**config.mk**
```make
export PLATFORM = sky130hd
export DESIGN_NAME = alu_arbiter_n2t
export DESIGN_NICKNAME = d
export VERILOG_FILES = /design/src/rtl/alu_arbiter_n2t.sv
export SDC_FILE = /design/constraint.sdc
export NUM_CORES = 1
export LEC_CHECK = 0
export BUFFER_PORTS_ARGS = -buffer_cell sky130_fd_sc_hd__buf_2
export CAP_MARGIN = 20
export CORE_AREA = 5 5 42 44
export DETAILED_ROUTE_END_ITERATION = 10
export DIE_AREA = 0 0 47 49
export PLACE_DENSITY = 0.77
export SLEW_MARGIN = 20
export SYNTH_ARGS = -nofsm -noshare
export SYNTH_HDL_FRONTEND = slang
export SYNTH_SLANG_ARGS = --single-unit
```
**constraint.sdc**
```tcl
create_clock -name clk -period 3.6 [get_ports clk]
set_input_delay 0.72 -clock clk [delete_from_list [all_inputs] [get_ports clk]]
set_output_delay 0.72 -clock clk [all_outputs]
set_load 0.02 [all_outputs]
```
**src/rtl/alu_arbiter_n2t.sv**
```systemverilog
// Round-robin arbiter sharing the Hack ALU gate bank between N requesters.
// Optional grant watchdog is compiled in when ARB_TIMEOUT_EN is defined.
module alu_arbiter_n2t #(
  parameter int N        = 4,
  parameter int MAX_HOLD = 15,
  localparam int IW      = $clog2(N)
) (
  input  logic          clk,
  input  logic          rst_n,
  input  logic [N-1:0]  req,
  input  logic          done,
  output logic [N-1:0]  gnt,
  output logic [IW-1:0] gnt_id,
  output logic          busy,
  output logic          timeout
);

  typedef enum logic {S_IDLE, S_BUSY} state_t;

  if (N < 2 || N > 8 || MAX_HOLD < 1 || MAX_HOLD > 255) begin : g_param_chk
    $error("alu_arbiter_n2t: N must be 2..8 and MAX_HOLD 1..255");
  end

  state_t        state_q, state_d;
  logic [N-1:0]  gnt_q, gnt_d;
  logic [IW-1:0] gnt_id_q, gnt_id_d;
  logic [IW-1:0] ptr_q, ptr_d;
  logic          busy_q, busy_d;

  logic [IW-1:0] win, cand;
  logic          found;
  logic          rel;
  logic          expire;

  // Rotating search: first requester at or above ptr, wrapping modulo N.
  always_comb begin
    win   = '0;
    cand  = '0;
    found = 1'b0;
    for (int k = 0; k < N; k++) begin
      cand = IW'((int'(ptr_q) + k) % N);
      if (!found && req[cand]) begin
        found = 1'b1;
        win   = cand;
      end
    end
  end

  assign rel = done || !req[gnt_id_q];

`ifdef ARB_TIMEOUT_EN
  logic [7:0] hold_q, hold_d;
  logic       timeout_q, timeout_d;

  assign expire = (hold_q == 8'(MAX_HOLD - 1));

  always_comb begin
    hold_d    = (state_q == S_BUSY) ? hold_q + 8'd1 : 8'd0;
    // A normal release on the expiry edge wins; no timeout pulse then.
    timeout_d = (state_q == S_BUSY) && expire && !rel;
  end

  always_ff @(posedge clk) begin
    if (!rst_n) begin
      hold_q    <= 8'd0;
      timeout_q <= 1'b0;
    end else begin
      hold_q    <= hold_d;
      timeout_q <= timeout_d;
    end
  end

  assign timeout = timeout_q;
`else
  assign expire  = 1'b0;
  assign timeout = 1'b0;
`endif

  always_comb begin
    state_d  = state_q;
    gnt_d    = gnt_q;
    gnt_id_d = gnt_id_q;
    ptr_d    = ptr_q;
    busy_d   = busy_q;
    case (state_q)
      S_IDLE: begin
        if (found) begin
          state_d     = S_BUSY;
          gnt_d       = '0;
          gnt_d[win]  = 1'b1;
          gnt_id_d    = win;
          ptr_d       = (win == IW'(N - 1)) ? '0 : win + 1'b1;
          busy_d      = 1'b1;
        end
      end
      S_BUSY: begin
        // ptr already advanced at grant time, so leaving BUSY leaves it alone.
        if (rel || expire) begin
          state_d = S_IDLE;
          gnt_d   = '0;
          busy_d  = 1'b0;
        end
      end
      default: begin
        state_d = S_IDLE;
        gnt_d   = '0;
        busy_d  = 1'b0;
      end
    endcase
  end

  always_ff @(posedge clk) begin
    if (!rst_n) begin
      state_q  <= S_IDLE;
      gnt_q    <= '0;
      gnt_id_q <= '0;
      ptr_q    <= '0;
      busy_q   <= 1'b0;
    end else begin
      state_q  <= state_d;
      gnt_q    <= gnt_d;
      gnt_id_q <= gnt_id_d;
      ptr_q    <= ptr_d;
      busy_q   <= busy_d;
    end
  end

  assign gnt    = gnt_q;
  assign gnt_id = gnt_id_q;
  assign busy   = busy_q;

endmodule

```
* Yosys cells after proc, flatten, opt, wreduce, memory -nomap -nowiden
Index checks and enable logic that the tools add are counted.
** Operators by class
- $add $sub $neg :: 4
- $lt $le $gt $ge :: 7
- Eq/ne operators :: 3
- Multiplexer cells :: 30
- Bitwise gates (word level) :: 1
- Reduce and logical (&&, ||, !) cells :: 11
** Operators by type and width (number)
- $lt A2 B3 Y1 const B :: 6
- $mux W1 :: 14
- $bmux W1 S2 :: 5
- $mux W2 :: 5
- $mux W4 :: 2
- $pmux W4 S2 :: 1
- $add A2 B1 Y2 const B :: 2
- $add A2 B2 Y2 const B :: 2
- $logic_and A1 B1 Y1 :: 4
- $logic_not A1 Y1 :: 4
- $pmux W1 S2 :: 2
- $reduce_and A2 Y1 :: 2
- $demux W1 S2 :: 1
- $eq A2 B2 Y1 const B :: 1
- $ge A2 B1 Y1 const B :: 1
- $ne A2 B1 Y1 const B :: 1
- $ne A2 B2 Y1 const B :: 1
- $logic_or A1 B1 Y1 :: 1
- $not A1 Y1 :: 1
** Word-level totals
- Register bits after elaboration :: 10
- Input port bits :: 7
- Output and inout bits :: 8
- Word-level logic and storage cells :: 61

* Depth between registers and ports, before layout
Gate-level depths: netlist of the first run.
- Depth in word-level cells :: 18
- Mapped depth :: 7
- Mapped depth without buffers :: 7

* Worst setup path before layout of the first run
Ideal clock, no wire load.
- Path kind :: input -> register
- Start point :: in req[2]
- End point :: reg ptr_q[0]
- Library setup time :: 0.060 ns
- Arrival time :: 1.947 ns
- Data required time :: 3.540 ns
- Path slack :: 1.593 ns
- Cell stages on the path :: 7
- Cell sequence :: nor2b_1 -> a21boi_0 -> o31ai_1 -> inv_1 -> ha_1 -> nor3_1 -> a32o_1
** Between the ends
- Cells in the longest elaborated chain, start to end :: 14
- Elaborated cells between the ends (all ways) :: 26
- Classes of those cells :: add/sub: 1; eq/ne: 1; mux: 17; reduce/logical: 7
** Ends and longest elaborated chain
- from (decl) :: line 10 : input logic [N-1:0] req,
- $bmux W1 S2 :: line 42 : if (!found && req[cand]) begin
- $mux W1 (not written as such) :: line 42
- $mux W1 :: line 42
- $logic_not A1 Y1 :: line 42
- $logic_and A1 B1 Y1 :: line 42
- $mux W1 :: line 42
- $logic_not A1 Y1 :: line 42
- $logic_and A1 B1 Y1 :: line 42
- $mux W1 :: line 42
- $logic_not A1 Y1 :: line 42
- $logic_and A1 B1 Y1 :: line 42
- $mux W2 * :: line 42
- named net win[1] :: line 30 : logic [IW-1:0] win, cand;
- $eq A2 B2 Y1 * :: line 92 : ptr_d = (win == IW'(N - 1)) ? '0 : win + 1'b1;
- $mux W2 * :: line 92
- to (signal assigned) :: line 123 : ptr_q <= ptr_d;
- to (decl) :: line 27 : logic [IW-1:0] ptr_q, ptr_d;
Mark *: on every way through the listed nets, which the timed path passes. The rest lies on a longest branch. The select of a mux whose other input is x is not followed.
A chain may end at the register's enable or synchronous reset.

* Worst setup path after layout of the first run
Same ends and word-level chain as after synthesis.

==> key figures, run 1 <==
Synthesis
  – Share of the synthesized area in the top cell type: 0.340
  – Share of synthesized area occupied by flip-flops and latches: 0.340
  – Simple-gate share of the synthesized area: 0.213
  – Largest cells by area after synthesis: sky130_fd_sc_hd__dfxtp_1 (34%), sky130_fd_sc_hd__ha_1 (8.5%), sky130_fd_sc_hd__a21oi_1 (6.8%), sky130_fd_sc_hd__a311oi_1 (6.0%), sky130_fd_sc_hd__buf_4 (3.8%)
  – Net count after synthesis: 79
  – Number of flip-flops and latches in the synthesized netlist: 10
  – Post-synthesis cell type count: 26
  – Most area-hungry cell type in the Yosys netlist: sky130_fd_sc_hd__dfxtp_1
  – Portion of netlist area occupied by mux cells: 0.0362
  – Post-synthesis instance area: a little under 600 um2
  – Largest family of logic cells by synthesized area: compound AO/OA/AOI/OAI gates
  – Parity-gate share of the synthesized area counting xor and xnor cells: 0
  – Number of standard cells after synthesis: 68
  – Adder and majority gate portion of the synthesized area: 0.0851
  – Number of warnings printed during yosys synthesis: 0
  – Synth Area in Compound Gates: 0.262
  – Post-synthesis average cell area: ~8.6 um2

Outcome
  – Status: finished, final reports clean

Drt
  – Detailed-route via count: 539
  – Detailed-router iteration count before antenna repair: 4
  – Post-route antenna net violation count: 0
  – Number of DRC violations after detailed routing: 0
  – Initial DRC count: 4
  – Post-DR vias/cell: 5.50
  – WL final: 1320 um
  – Routed WL per cell: 13.5 um

STA
  – RSZ-0062 raised after global routing: no
  – Final setup violation count: 0
  – Final clock skew: 0.00262 ns
  – Headroom to the max-slew limit: 0.507
  – Max Slew Vio Count: 0
  – Final critical-path required period: 2.11 ns
  – Final hold violations: 0
  – Final TNS setup: 0 ns
  – Highest clock frequency the design can meet: ~470 MHz
  – Ratio of final minimum period to clock period: 0.586
  – Final Hold Slack: ~0.50 ns
  – Worst Max-Slew Pin Slew: approximately 0.74 ns

Setup path
  – Critical path's largest stage delay: 0.39 ns
  – Critical path start-end classification: input pin to register
  – Cell type of the slowest stage on the worst timing path: sky130_fd_sc_hd__o31ai_1
  – Cells along the critical path: buf_2, nor2b_1, a21boi_0, o31ai_1, inv_1, ha_1, nor3_1, a32o_1
  – Critical path launch point type: input pin
  – Largest fanout of any net on the critical path: 4
  – Data required time at the worst endpoint: 3.81 ns
  – R2R Setup Slk: 1.85 ns
  – Worst Path Arrival: 2.32 ns
  – Kind of end point of the critical path: register

Clock network
  – H-tree depth reported by CTS: 1
  – Post-CTS resize count: 0
  – Source-to-sink clock delay at the later pin of the worst-skew pair: 0.26 ns
  – Maximum number of buffers from clock root to sink: 2
  – Number of hold buffers added after cts: 0
  – Sink count of the clock tree: 10
  – Clock-pin slew reported for the worst setup and hold paths after clock tree synthesis: 0.07 ns
  – Root Driver: sky130_fd_sc_hd__clkbuf_4
  – Clock buffer count from CTS: 3
  – Number of buffers inserted by post-CTS setup repair: 0
  – Clock tree from TritonCTS: done

Power and ir drop
  – Switching Fraction: 0.337
  – Static Leak: 0.000288 uW
  – Internal: 225 uW
  – Pwr/cell area: 494 nW/um2
  – Comb power frac: 0.303
  – Switching pwr: 114 uW
  – Power share of the sequential group: 0.394
  – Clock power share: 0.303
  – Largest voltage drop on the vdd net: 0.216 mV

Place
  – Port buffer count: 13
  – Cell count after placement: 94
  – RD Place Congestion: 0.772
  – Estimated wirelength of the detail-placed design: 984 um

Global route
  – Total overflow reported by the global router: 0
  – Antenna violations before repair: 0
  – Vias in the first global route: 520
  – Global-route total usage across every layer: 0.134
  – Largest net degree at the start of global routing: 13
  – Global-route wire length before repair: 2250 um

Final layout
  – # nets final: 94
  – Area occupied by multi-input gates: about 350 um2
  – Antenna cell count: 0
  – Fillers: approximately 140
  – Fraction of final layout cells sized beyond drive strength 1: 0.244
  – Relative area change from synthesis to final layout: 16.8%
  – Non-filler cells in the finished layout: 98
  – Area occupied by registers: 200 um2

Floorplanning
  – Number of rows in the core area: 14
  – Initial Util: 0.420
  – Standard cell core area: 1400 um2
  – Boundary Pins: 15
  – Vertical die dimension: 49 um
  – Width of the chip: about 47 um
  – Area of the die: 2300 um2

Flow run
  – Number of max-capacitance violations reported: 0

Min path
  – Worst hold-check path type: register to register
==> per-stage QoR <==
| stage | util | cell area, um2 | power [uW] | setup slack, ns |
|---|---|---|---|---|
| global placement | 0.464 | 651 | 235 | 1.33 |
| detailed placement | 0.464 | 651 | 238 | 1.28 |
| floorplan | - | 588 | 213 | 1.59 |
| CTS | 0.490 | 687 | 342 | 1.46 |
| global route | 0.490 | 687 | 363 | 1.37 |
| finish | 0.490 | 687 | 339 | 1.49 |
==> sequential cells by signal, indices dropped and copies added, names as in the netlist <==
signal,cells
ptr_q,2
state_q,1
gnt,4
gnt_id,2
busy,1
==> final timing paths <==
path                    startpoint               endpoint  cells after the start
max                         req[2]  ptr_q[0]$_SDFFE_PN0P_                      8
max reg2reg  ptr_q[1]$_SDFFE_PN0P_  ptr_q[0]$_SDFFE_PN0P_                      6
min             state_q$_SDFF_PN0_      busy$_SDFFE_PN0P_                      1
min reg2reg     state_q$_SDFF_PN0_      busy$_SDFFE_PN0P_                      1
==> routing by layer <==
metal	wire, um	up-vias	global-route usage
li1	-	275	-
met1	550	254	0.148
met2	719	8	0.235
met3	40	2	0.0369
met4	11	0	0.0415
met5	0	-	0
==> cells by family after synthesis <==
family / Yosys count
other: 1
adders and majority gates: 4
DFF: 10
muxes: 2
AOI/OAI and AO/OA: 23
buffers and inverters: 6
and+or+nand+nor: 22
==> worst max-delay path, delay by kind of cell <==
family | cells | cell delay [ns]
adders and majority gates | 1 | 0.25
buffers and inverters | 2 | 0.24
and+or+nand+nor | 2 | 0.39
AOI/OAI and AO/OA | 3 | 0.71
==> Yosys cell counts <==
cell type	number
sky130_fd_sc_hd__a211oi_2	1
sky130_fd_sc_hd__a21boi_0	1
sky130_fd_sc_hd__a21oi_1	8
sky130_fd_sc_hd__a311oi_1	4
sky130_fd_sc_hd__a32o_1	1
sky130_fd_sc_hd__and2b_1	1
sky130_fd_sc_hd__buf_4	3
sky130_fd_sc_hd__clkinv_1	1
sky130_fd_sc_hd__conb_1	1
sky130_fd_sc_hd__dfxtp_1	10
sky130_fd_sc_hd__ha_1	4
sky130_fd_sc_hd__inv_1	2
sky130_fd_sc_hd__mux2_2	1
sky130_fd_sc_hd__mux2i_1	1
sky130_fd_sc_hd__nand2_1	6
sky130_fd_sc_hd__nand2b_1	2
sky130_fd_sc_hd__nand3_1	2
sky130_fd_sc_hd__nor2_1	4
sky130_fd_sc_hd__nor2b_1	3
sky130_fd_sc_hd__nor3_1	1
sky130_fd_sc_hd__nor4_4	1
sky130_fd_sc_hd__o21ai_0	3
sky130_fd_sc_hd__o21ai_1	2
sky130_fd_sc_hd__o311ai_0	1
sky130_fd_sc_hd__o31ai_1	2
sky130_fd_sc_hd__or2_1	2
==> power groups by stage <==
stage | Sequential, uW | Combinational, uW | Clock [uW]
floorplan | 143 | 69.9 | 0
global placement | 136 | 98.9 | 0
detailed placement | 136 | 102 | 0
CTS | 134 | 104 | 104
global route | 136 | 116 | 112
finish | 134 | 103 | 103
==> cell type report <==
cell class / instances / share of cell area
clock buffers: 4 / 0.0528
inverters: 3 / 0.0164
multi-input cells: 52 / 0.515
flip-flops and latches: 10 / 0.291
well taps: 16 / 0.0291
repair buffers: 13 / 0.0947
==> cell usage in the layout, fill, tap and decap left out, types with 2 or more instances in the layout <==
master                      n
sky130_fd_sc_hd__clkbuf_4   3
sky130_fd_sc_hd__a311oi_1   4
sky130_fd_sc_hd__o21ai_1    2
sky130_fd_sc_hd__o21ai_0    3
sky130_fd_sc_hd__a21oi_1    8
sky130_fd_sc_hd__nor2_1     4
sky130_fd_sc_hd__o31ai_1    2
sky130_fd_sc_hd__nand3_1    2
sky130_fd_sc_hd__dfxtp_1   10
sky130_fd_sc_hd__or2_1      2
sky130_fd_sc_hd__inv_1      2
sky130_fd_sc_hd__nor2b_1    3
sky130_fd_sc_hd__nand2_1    6
sky130_fd_sc_hd__buf_2     13
sky130_fd_sc_hd__nand2b_1   2
sky130_fd_sc_hd__ha_1       4
Note: power is estimated with default switching activity, not from simulation.
==> run 2: changes to the inputs <==
--- a/config.mk
+++ b/config.mk
@@ -7,10 +7,10 @@
 export LEC_CHECK = 0
 export BUFFER_PORTS_ARGS = -buffer_cell sky130_fd_sc_hd__buf_2
 export CAP_MARGIN = 20
-export CORE_AREA = 5 5 42 44
+export CORE_MARGIN = 5
+export CORE_UTILIZATION = 44
 export DETAILED_ROUTE_END_ITERATION = 10
-export DIE_AREA = 0 0 47 49
-export PLACE_DENSITY = 0.77
+export PLACE_DENSITY = 0.8
 export SLEW_MARGIN = 20
 export SYNTH_ARGS = -nofsm -noshare
 export SYNTH_HDL_FRONTEND = slang
==> constraint.sdc (replaced) <==
create_clock -name clk -period 1.7 [get_ports clk]
set_input_delay 0.34 -clock clk [delete_from_list [all_inputs] [get_ports clk]]
set_output_delay 0.34 -clock clk [all_outputs]
set_load 0.02 [all_outputs]
==> key figures, run 2 (synthesis results as in run 1) <==
Floorplanning
  – Number of rows in the core area: 13 (-1)
  – Area of the die: 2170 um2 (-5.9%)
  – Width of the chip: 46.6 um (-0.94%)
  – Vertical die dimension: 46.6 um (-5.0%)
  – Standard cell core area: 1280 um2 (-8.3%)
  – Boundary Pins: 15 (unchanged)
  – Initial Util: 0.458 (+0.0380)

Final layout
  – Area occupied by registers: 201 um2 (+0.62%)
  – Fraction of final layout cells sized beyond drive strength 1: 0.363 (+0.119)
  – # nets final: 103 (+9.6%)
  – Relative area change from synthesis to final layout: 30.0%
  – Final non-filler cell area: 764 um2 (+11%)
  – Antenna cell count: 0 (unchanged)
  – Most common library cell in the layout ignoring fill and taps: sky130_fd_sc_hd__buf_2
  – Leading cell types in the layout, fill and taps excluded: sky130_fd_sc_hd__buf_2 (13), sky130_fd_sc_hd__dfxtp_1 (9), sky130_fd_sc_hd__buf_4 (9)
  – Max reg flops: 4 (unchanged)
  – Area occupied by multi-input gates: 364 um2 (+2.8%)
  – Fillers: 106 (-25%)

Flow run
  – Number of max-capacitance violations reported: 0 (unchanged)

Place
  – Estimated wirelength of the detail-placed design: 972 um (-1.2%)
  – Placement Setup Slack: -0.120 ns (-1.40 ns)
  – Port buffer count: 13 (unchanged)
  – RD Place Congestion: 0.764 (-1.1%)
  – Placed Area: 709 um2 (+9.0%)

Global route
  – Global-route wire length before repair: 2070 um (-8.0%)
  – Vias in the first global route: 523 (+0.58%)
  – Antenna violations before repair: 0 (unchanged)
  – Total overflow reported by the global router: 0 (unchanged)
  – Global-route total usage across every layer: 0.135 (+0.000854)
  – Largest net degree at the start of global routing: 10 (-3)

Power and ir drop
  – Static Leak: 0.000333 uW (+15%)
  – Pwr/cell area: 1010 nW/um2 (+100%)
  – Largest voltage drop on the vdd net: 0.736 mV (+240%)
  – Total power: 770 uW (+130%)

STA
  – Ratio of final minimum period to clock period: 0.936
  – Final critical-path required period: around 1.6 ns
  – Final hold violations: 0 (unchanged)
  – Highest clock frequency the design can meet: between 600 and 700 MHz
  – Max Slew Vio Count: 0 (unchanged)
  – Setup slack of the critical path after layout: 0.109 ns (-1.38 ns)
  – Final clock skew: 0.000929 ns (-0.00169 ns)
  – Final setup violation count: 0 (unchanged)

Setup path
  – Cells along the critical path: nor2b_1, o21ai_0, nand3_1, or2_1, ha_1, a21oi_1, a311oi_1
  – Data required time at the worst endpoint: 1.84 ns (-1.97 ns)
  – Critical path's largest stage delay: 0.37 ns (-0.02 ns)
  – Largest delay contributor family on the critical path: simple AND/OR/NAND/NOR gates
  – Critical path start-end classification: register to register
  – Critical path launch point type: register
  – Cell type of the slowest stage on the worst timing path: sky130_fd_sc_hd__dfxtp_2
  – Largest fanout of any net on the critical path: 4 (unchanged)
  – Critical path startpoint: ptr_q[0]$_SDFFE_PN0P_
  – Worst r2r path cells: 7 (+1)
  – Worst Path Arrival: 1.74 ns (-0.58 ns)
  – Buffering stage count on the worst path with inverters included: 0 (-2)
  – Count of cell instances traversed by the critical path: 7 (-1)
  – Startpoint of the worst-slack reg-to-reg timing path: ptr_q[0]$_SDFFE_PN0P_
  – Kind of end point of the critical path: register

Outcome
  – Status: finished, final reports clean

Min path
  – Hold path startpoint: rst_n
  – Hold Path Stages: 3 (+2)
  – Worst hold-check path type: input pin to register

Clock network
  – H-tree depth reported by CTS: 1 (unchanged)
  – Number of hold buffers added after cts: 0 (unchanged)
  – Root Driver: sky130_fd_sc_hd__clkbuf_4
  – Maximum number of buffers from clock root to sink: 2 (unchanged)
  – Clock buffer count from CTS: 3 (unchanged)
  – Clock tree from TritonCTS: done
  – Source-to-sink clock delay at the later pin of the worst-skew pair: 0.27 ns (about the same)
  – Clock-pin slew reported for the worst setup and hold paths after clock tree synthesis: 0.07 ns (about the same)
  – Sink count of the clock tree: 10 (unchanged)

Drt
  – WL final: 1330 um (+0.30%)
  – Detailed-router iteration count before antenna repair: 4 (unchanged)
  – Post-route antenna net violation count: 0 (unchanged)
  – Detailed-route via count: 588 (+9.1%)
  – Number of DRC violations after detailed routing: 0 (unchanged)
  – Initial DRC count: 14 (+10)
  – Post-DR vias/cell: 5.55 (+0.86%)
  – Routed WL per cell: 12.5 um (-7.3%)
## run 2: changes by cell type in the layout (fill, tap and decap cells not counted), sizes merged
cell	change
buf	+9
## run 2: worst min-delay path: cells and delay by family
family	cells	cell delay, ns
AO/OA/AOI/OAI	2	0.10
buffers and inverters	1	0.12
## run 2: metrics by stage
| stage | util | TNS (ns) | instances | hold WS (ns) |
|---|---|---|---|---|
| after global routing | 0.595 | -0.0258 | 106 | 0.339 |
| after detailed placement | 0.552 | -0.411 | 101 | 0.490 |
| final | 0.595 | 0 | 106 | 0.341 |
| after floorplan | - | 0 | 68 | 0.450 |
| after global placement | 0.552 | -0.132 | 101 | 0.471 |
| after CTS | 0.580 | 0 | 105 | 0.342 |
## run 2: path summary, 6_finish.rpt
check	slack, ns	to
max	0.11	gnt[2]$_SDFFE_PN0P_
max reg2reg	0.11	gnt[2]$_SDFFE_PN0P_
min	0.34	busy$_SDFFE_PN0P_
min reg2reg	0.50	gnt_id[1]$_SDFFE_PN0P_
## run 2: layout make-up
type                       count  area share
timing repair buffer          22       0.173
clock buffer                   4      0.0475
sequential                    10       0.264
multi-input combinational     52       0.476
tap                           15      0.0245
inverter                       3      0.0147
## run 2: power breakdown
| part | switching [uW] | internal (uW) | leakage (uW) |
|---|---|---|---|
| combinational | 144 | 123 | 0.000229 |
| clock | 86.2 | 130 | 0.0000210 |
| sequential | 24.7 | 262 | 0.0000825 |
## run 2: repair_timing
action                                  in CTS  in global routing
gates resized for setup                      0                  4
endpoints found under the setup margin       0                  5
setup buffers                                0                  1
## run 2: layer usage
metal	part of all wire	track usage	routed length [um]	vias up
li1	-	-	-	291
met1	0.44	0.169	582	272
met2	0.47	0.209	628	23
met3	0.079	0.0352	105	2
met4	0.0060	0.0682	8	0
met5	0	0	0	-
